===== config.mk =====
export PLATFORM = sky130hd
export DESIGN_NAME = hex_display_sequencer
export DESIGN_NICKNAME = d
export VERILOG_FILES = /design/src/rtl/hex_display_sequencer.sv
export SDC_FILE = /design/constraint.sdc
export NUM_CORES = 1
export LEC_CHECK = 0
export BUFFER_PORTS_ARGS = -buffer_cell sky130_fd_sc_hd__buf_2
export CAP_MARGIN = 15
export CORE_AREA = 2 2 74 76
export CTS_CLUSTER_SIZE = 14
export DETAILED_ROUTE_END_ITERATION = 16
export DIE_AREA = 0 0 76 78
export PLACE_DENSITY_LB_ADDON = 0.12
export SETUP_SLACK_MARGIN = 0.02
export SYNTH_ARGS = -nofsm -noshare
export SYNTH_HDL_FRONTEND = slang
export SYNTH_SLANG_ARGS = --single-unit

===== constraint.sdc =====
create_clock -name clk -period 2.2 [get_ports clk]
set_clock_uncertainty 0.05 [all_clocks]
set_input_delay 0.22 -clock clk [delete_from_list [all_inputs] [get_ports clk]]
set_output_delay 0.22 -clock clk [all_outputs]
set_load 0.05 [all_outputs]

===== src/rtl/hex_display_sequencer.sv =====
// hex_display_sequencer: Avalon-MM master that decodes a packed hex value and writes one
// active-low seven-segment code per HEX PIO slave. Define HEX_BLANK_LZ_EN for leading-zero blanking.

module hex_seg_decode (
    input  logic [3:0] nibble,
    output logic [6:0] seg
);
    // bit6=g ... bit0=a, 0 = segment lit
    always_comb begin
        case (nibble)
            4'h0:    seg = 7'h40;
            4'h1:    seg = 7'h79;
            4'h2:    seg = 7'h24;
            4'h3:    seg = 7'h30;
            4'h4:    seg = 7'h19;
            4'h5:    seg = 7'h12;
            4'h6:    seg = 7'h02;
            4'h7:    seg = 7'h78;
            4'h8:    seg = 7'h00;
            4'h9:    seg = 7'h10;
            4'hA:    seg = 7'h08;
            4'hB:    seg = 7'h03;
            4'hC:    seg = 7'h46;
            4'hD:    seg = 7'h21;
            4'hE:    seg = 7'h06;
            default: seg = 7'h0E;
        endcase
    end
endmodule

module hex_display_sequencer #(
    parameter int          NUM_DIGITS  = 4,
    parameter logic [31:0] BASE_ADDR   = 32'h0000_1000,
    parameter logic [31:0] ADDR_STRIDE = 32'd16
) (
    input  logic                    clk,
    input  logic                    reset,
    input  logic [4*NUM_DIGITS-1:0] in_value,
    input  logic                    in_valid,
    output logic                    in_ready,
    output logic [31:0]             m_address,
    output logic                    m_write,
    output logic [31:0]             m_writedata,
    input  logic                    m_waitrequest,
    output logic                    busy,
    output logic                    done
);
    localparam int               IDX_W    = (NUM_DIGITS > 1) ? $clog2(NUM_DIGITS) : 1;
    localparam logic [IDX_W-1:0] LAST_IDX = IDX_W'(NUM_DIGITS - 1);

    typedef enum logic [1:0] {IDLE, WRITE, DONE} state_t;

    typedef struct packed {
        logic [31:0] address;
        logic [6:0]  seg;
    } wr_cmd_t;

    state_t                     state, state_nxt;
    logic [IDX_W-1:0]           idx, idx_nxt;
    logic [4*NUM_DIGITS-1:0]    value_q, value_nxt;
    logic [NUM_DIGITS-1:0][6:0] seg_raw, seg_lane;
    wr_cmd_t                    cmd;

    for (genvar g = 0; g < NUM_DIGITS; g++) begin : g_lane
        hex_seg_decode u_dec (
            .nibble (value_q[4*g +: 4]),
            .seg    (seg_raw[g])
        );
    end

`ifdef HEX_BLANK_LZ_EN
    logic [NUM_DIGITS-1:0] blank;

    // Scan from the top nibble down; a digit is blank until the first non-zero nibble is seen.
    always_comb begin
        logic nz;
        nz    = 1'b0;
        blank = '0;
        for (int i = NUM_DIGITS - 1; i >= 0; i--) begin
            nz       = nz | (value_q[4*i +: 4] != 4'h0);
            blank[i] = (i != 0) && !nz;
        end
    end

    always_comb begin
        seg_lane = seg_raw;
        for (int i = 0; i < NUM_DIGITS; i++)
            if (blank[i]) seg_lane[i] = 7'h7F;
    end
`else
    assign seg_lane = seg_raw;
`endif

    // Command depends only on registered state, so it holds steady through any stall.
    always_comb begin
        cmd = '0;
        for (int i = 0; i < NUM_DIGITS; i++)
            if (idx == IDX_W'(i)) cmd.seg = seg_lane[i];
        cmd.address = BASE_ADDR + 32'(idx) * ADDR_STRIDE;
    end

    always_ff @(posedge clk or posedge reset) begin
        if (reset) begin
            state   <= IDLE;
            idx     <= '0;
            value_q <= '0;
        end else begin
            state   <= state_nxt;
            idx     <= idx_nxt;
            value_q <= value_nxt;
        end
    end

    always_comb begin
        state_nxt   = state;
        idx_nxt     = idx;
        value_nxt   = value_q;
        in_ready    = 1'b0;
        m_write     = 1'b0;
        m_address   = '0;
        m_writedata = '0;
        busy        = 1'b0;
        done        = 1'b0;
        case (state)
            IDLE: begin
                in_ready = 1'b1;
                if (in_valid) begin
                    value_nxt = in_value;
                    idx_nxt   = '0;
                    state_nxt = WRITE;
                end
            end
            WRITE: begin
                m_write     = 1'b1;
                busy        = 1'b1;
                m_address   = cmd.address;
                m_writedata = {25'b0, cmd.seg};
                if (!m_waitrequest) begin
                    if (idx == LAST_IDX) state_nxt = DONE;
                    else                 idx_nxt   = idx + IDX_W'(1);
                end
            end
            DONE: begin
                done     = 1'b1;
                in_ready = 1'b1;
                if (in_valid) begin
                    value_nxt = in_value;
                    idx_nxt   = '0;
                    state_nxt = WRITE;
                end else begin
                    state_nxt = IDLE;
                end
            end
            default: state_nxt = IDLE;
        endcase
    end
endmodule

==> flow_summary_export.csv <==
group,metric,value,unit
clock_network,clockBufferDepth,2,
global_route,antenna_found_initial,0,
layout,area_growth,17.42,%
yosys,synth_common_cells,"buf_4 (56), ha_1 (32), nand2_1 (23)",
drt,wl_met2,2.460,mm
worst_setup_path,cp_max_fo,8,
sta,report.final.slew_viol_count,0,
place,postPlaceCellArea,2599,um2
flow_run,drv_cap,0,
yosys,syn_area,2536,um2
yosys,yosys_warnings,0,
yosys,synth.most_common_cell,"buf_4",
yosys,yosysTopAreaCell,"dfrtp_1",
worst_setup_path,r2r_slack,0.65,ns
sta,max_freq,0.4463,GHz
worst_setup_path,r2r-start,"idx[1]",
clock_network,clk_latency,0.26,ns
clock_network,ctsHoldBuffers,0,
sta,post-route-worst-setup-slack,-0.04048,ns
sta,worst_pin_slew,0.7887,ns
clock_network,clockRootBuffer,"clkbuf_8",
sta,hold_violations,0,
global_route,grt_max_degree,29,
power_and_ir_drop,peakVddDrop,1104,uV
layout,fillers,458,
yosys,ys_seq_area_frac,0.1973,
place,place_hpwl,3.780,mm
yosys,synth_cells,291,
layout,drive_gt1_frac,0.3743,
drt,dr.max_layer_used,"met4",
clock_network,clk_pin_slew,0.08,ns
hold_path,holdCritPathClass,"in -> async",
worst_setup_path,reg2reg_to,"idx[0]",
die,die_area,5928,um2
sta,period_minus_slack,2.240,ns
yosys,synth_edf_count,0,
drt,ant_nets,0,
die,dieWidth,76,um
worst_setup_path,critPathKind,"reg -> out",
layout,n_antenna_cell,0,
worst_setup_path,cpMaxStageDelayCell,"dfrtp_1",
clock_network,cts_buffers,3,
yosys,yosysTopAreaCellShare,0.1973,
drt,routed_wl,5.199,mm
drt,drtIter0Drc,95,
place,gp_congestion,0.8106,
drt,wl_per_cell,12.87,um
global_route,grt_pass1_wl,8.017,mm
yosys,ys.flop_type,"dfrtp_1",
worst_setup_path,worstPathCellList,"inv_2 -> ha_1 -> buf_4 -> a221o_1 -> a32o_2 -> buf_6",
worst_setup_path,cp.required,1.93,ns
power_and_ir_drop,powerDensity,1703,nW/um2
sta,setup_viol,2,
drt,viasPerCell,4.859,
yosys,yosys.cell_types.count,48,
yosys,syn_area_per_cell,8.715,um2
global_route,grt_pass1_vias,1687,
clock_network,cts.sinks,20,
sta,rsz0062_at_grt,"yes",
worst_setup_path,cp.arrival,1.97,ns
layout,finalCoreUtilization,0.5906,
run_status,outcome,"complete, but fails checks",
run_status,failed_checks,"setup timing",
drt,vias,1963,
die,die_h,78,um
die,fp-row-count,26,
layout,fin_nets,387,
sta,relSlewSlack,0.4736,
global_route,grt-ovfl-total,0,
clock_network,cts_tree,"done",
yosys,synth_seq_cells,20,
worst_setup_path,rr_worst_depth,5,
global_route,grt_usage,0.1646,
drt,drcViolationCount,0,
sta,fin_hold_ws,0.04363,ns
yosys,async_reset_ff_frac,1.000,
worst_setup_path,cp-end-kind,"primary output",
die,pin_count,88,
die,start_util,0.5030,
layout,design_area,2978,um2
layout,final_cells,404,
clock_network,h-tree-depth,1,
yosys,synth.area.top_cells,"dfrtp_1 (20%), buf_4 (17%), ha_1 (16%)",
place,port-buffer-count,33,
drt,drt-pass1-iter-count,4,
worst_setup_path,worst_setup_path_start_kind,"flip-flop",
power_and_ir_drop,p_leak,0.001416,uW
drt,wl_met3,279,um
drt,m1WireLength,2.441,mm
power_and_ir_drop,p_total,5071,uW
sta,fin_crit_sh,1.018,
place,dp.cells,389,
worst_setup_path,critPathMaxStageDelay,0.45,ns
die,core-area,5042,um2
==> worst max-delay path: cells and delay by family, from the launching register on <==
| kind | cells | cell delay [ns] |
|---|---|---|
| buf+inv | 3 | 0.41 |
| flops | 1 | 0.45 |
| compound gates | 2 | 0.62 |
| fa+ha+maj | 1 | 0.22 |
==> worst max path at each step <==
| stage | slack (ns) | end | startpoint |
|---|---|---|---|
| 2_1_floorplan | 0.02 | m_writedata[4] | idx[0] |
| 3_3_place_gp | 0.11 | m_writedata[1] | value_q[5] |
| 3_5_place_dp | 0.05 | m_writedata[1] | value_q[5] |
| 4_1_cts | -0.04 | m_writedata[3] | value_q[1] |
| 5_1_grt | -0.1 | m_writedata[1] | idx[1] |
| 6_report | -0.04 | m_writedata[1] | idx[1] |
==> registers in the layout, indices dropped and copies added, names as in the netlist <==
signal   flops
value_q     16
idx          2
state        2
==> routing by layer <==
metal	global-route usage	vias to the layer above
met5	0	-
li1	-	977
met3	0.02674	2
met1	0.2289	915
met2	0.2714	69
met4	0.03273	0
==> through the flow <==
stage	TNS, ns	worst slack, ns
final	-0.05623	-0.04048
after detailed placement	0	0.04643
after global placement	0	0.1059
after CTS	-0.08156	-0.03635
after global routing	-0.3698	-0.09927
after floorplan	0	0.02073
==> cells by family (layout without fill, tap and decap cells) <==
kind of cell	count (synthesis)	after routing	share of synthesized area
buffers and inverters	88	78	0.2235
AND/OR/NAND/NOR	60	60	0.1154
AO/OA/AOI/OAI	59	59	0.1613
flip-flops	20	20	0.1973
other	1	54	0.001479
multiplexers	31	31	0.1431
adder cells (fa/ha/maj)	32	32	0.1579
==> cell usage in the layout (no fill, tap or decap), drive strengths merged, types with 2 or more instances in the layout <==
master	instances
inv	18
nand2b	8
nand3b	2
nor3b	2
nand2	23
a22oi	4
mux4	3
mux2	12
o21ai	24
mux2i	16
clkbuf	4
and2	2
o2bb2ai	3
nor3	2
a221o	2
conb	54
o211ai	3
nor2	12
nor2b	5
buf	55
ha	32
a21oi	6
dfrtp	20
and3	2
a32oi	3
==> power breakdown <==
group          switching [uW]  leakage [uW]  internal [uW]
clock                     134     0.0000288            159
combinational            2200       0.00115           1640
sequential                387      0.000238            547
==> area by class of cell <==
type,instances,area [um2],area share
multi-input combinational,236,1869,0.6277
sequential,20,506.7,0.1702
timing repair buffer,55,374.1,0.1256
tap,70,87.58,0.02941
inverter,19,85.08,0.02857
clock buffer,4,55.05,0.01849
==> timing repair <==
item	4_1_cts	5_1_grt
setup endpoints to repair	7	7
pin swaps	6	9
resized for setup	39	30
setup buffers	7	4
Power figures use the tool's default switching activity.
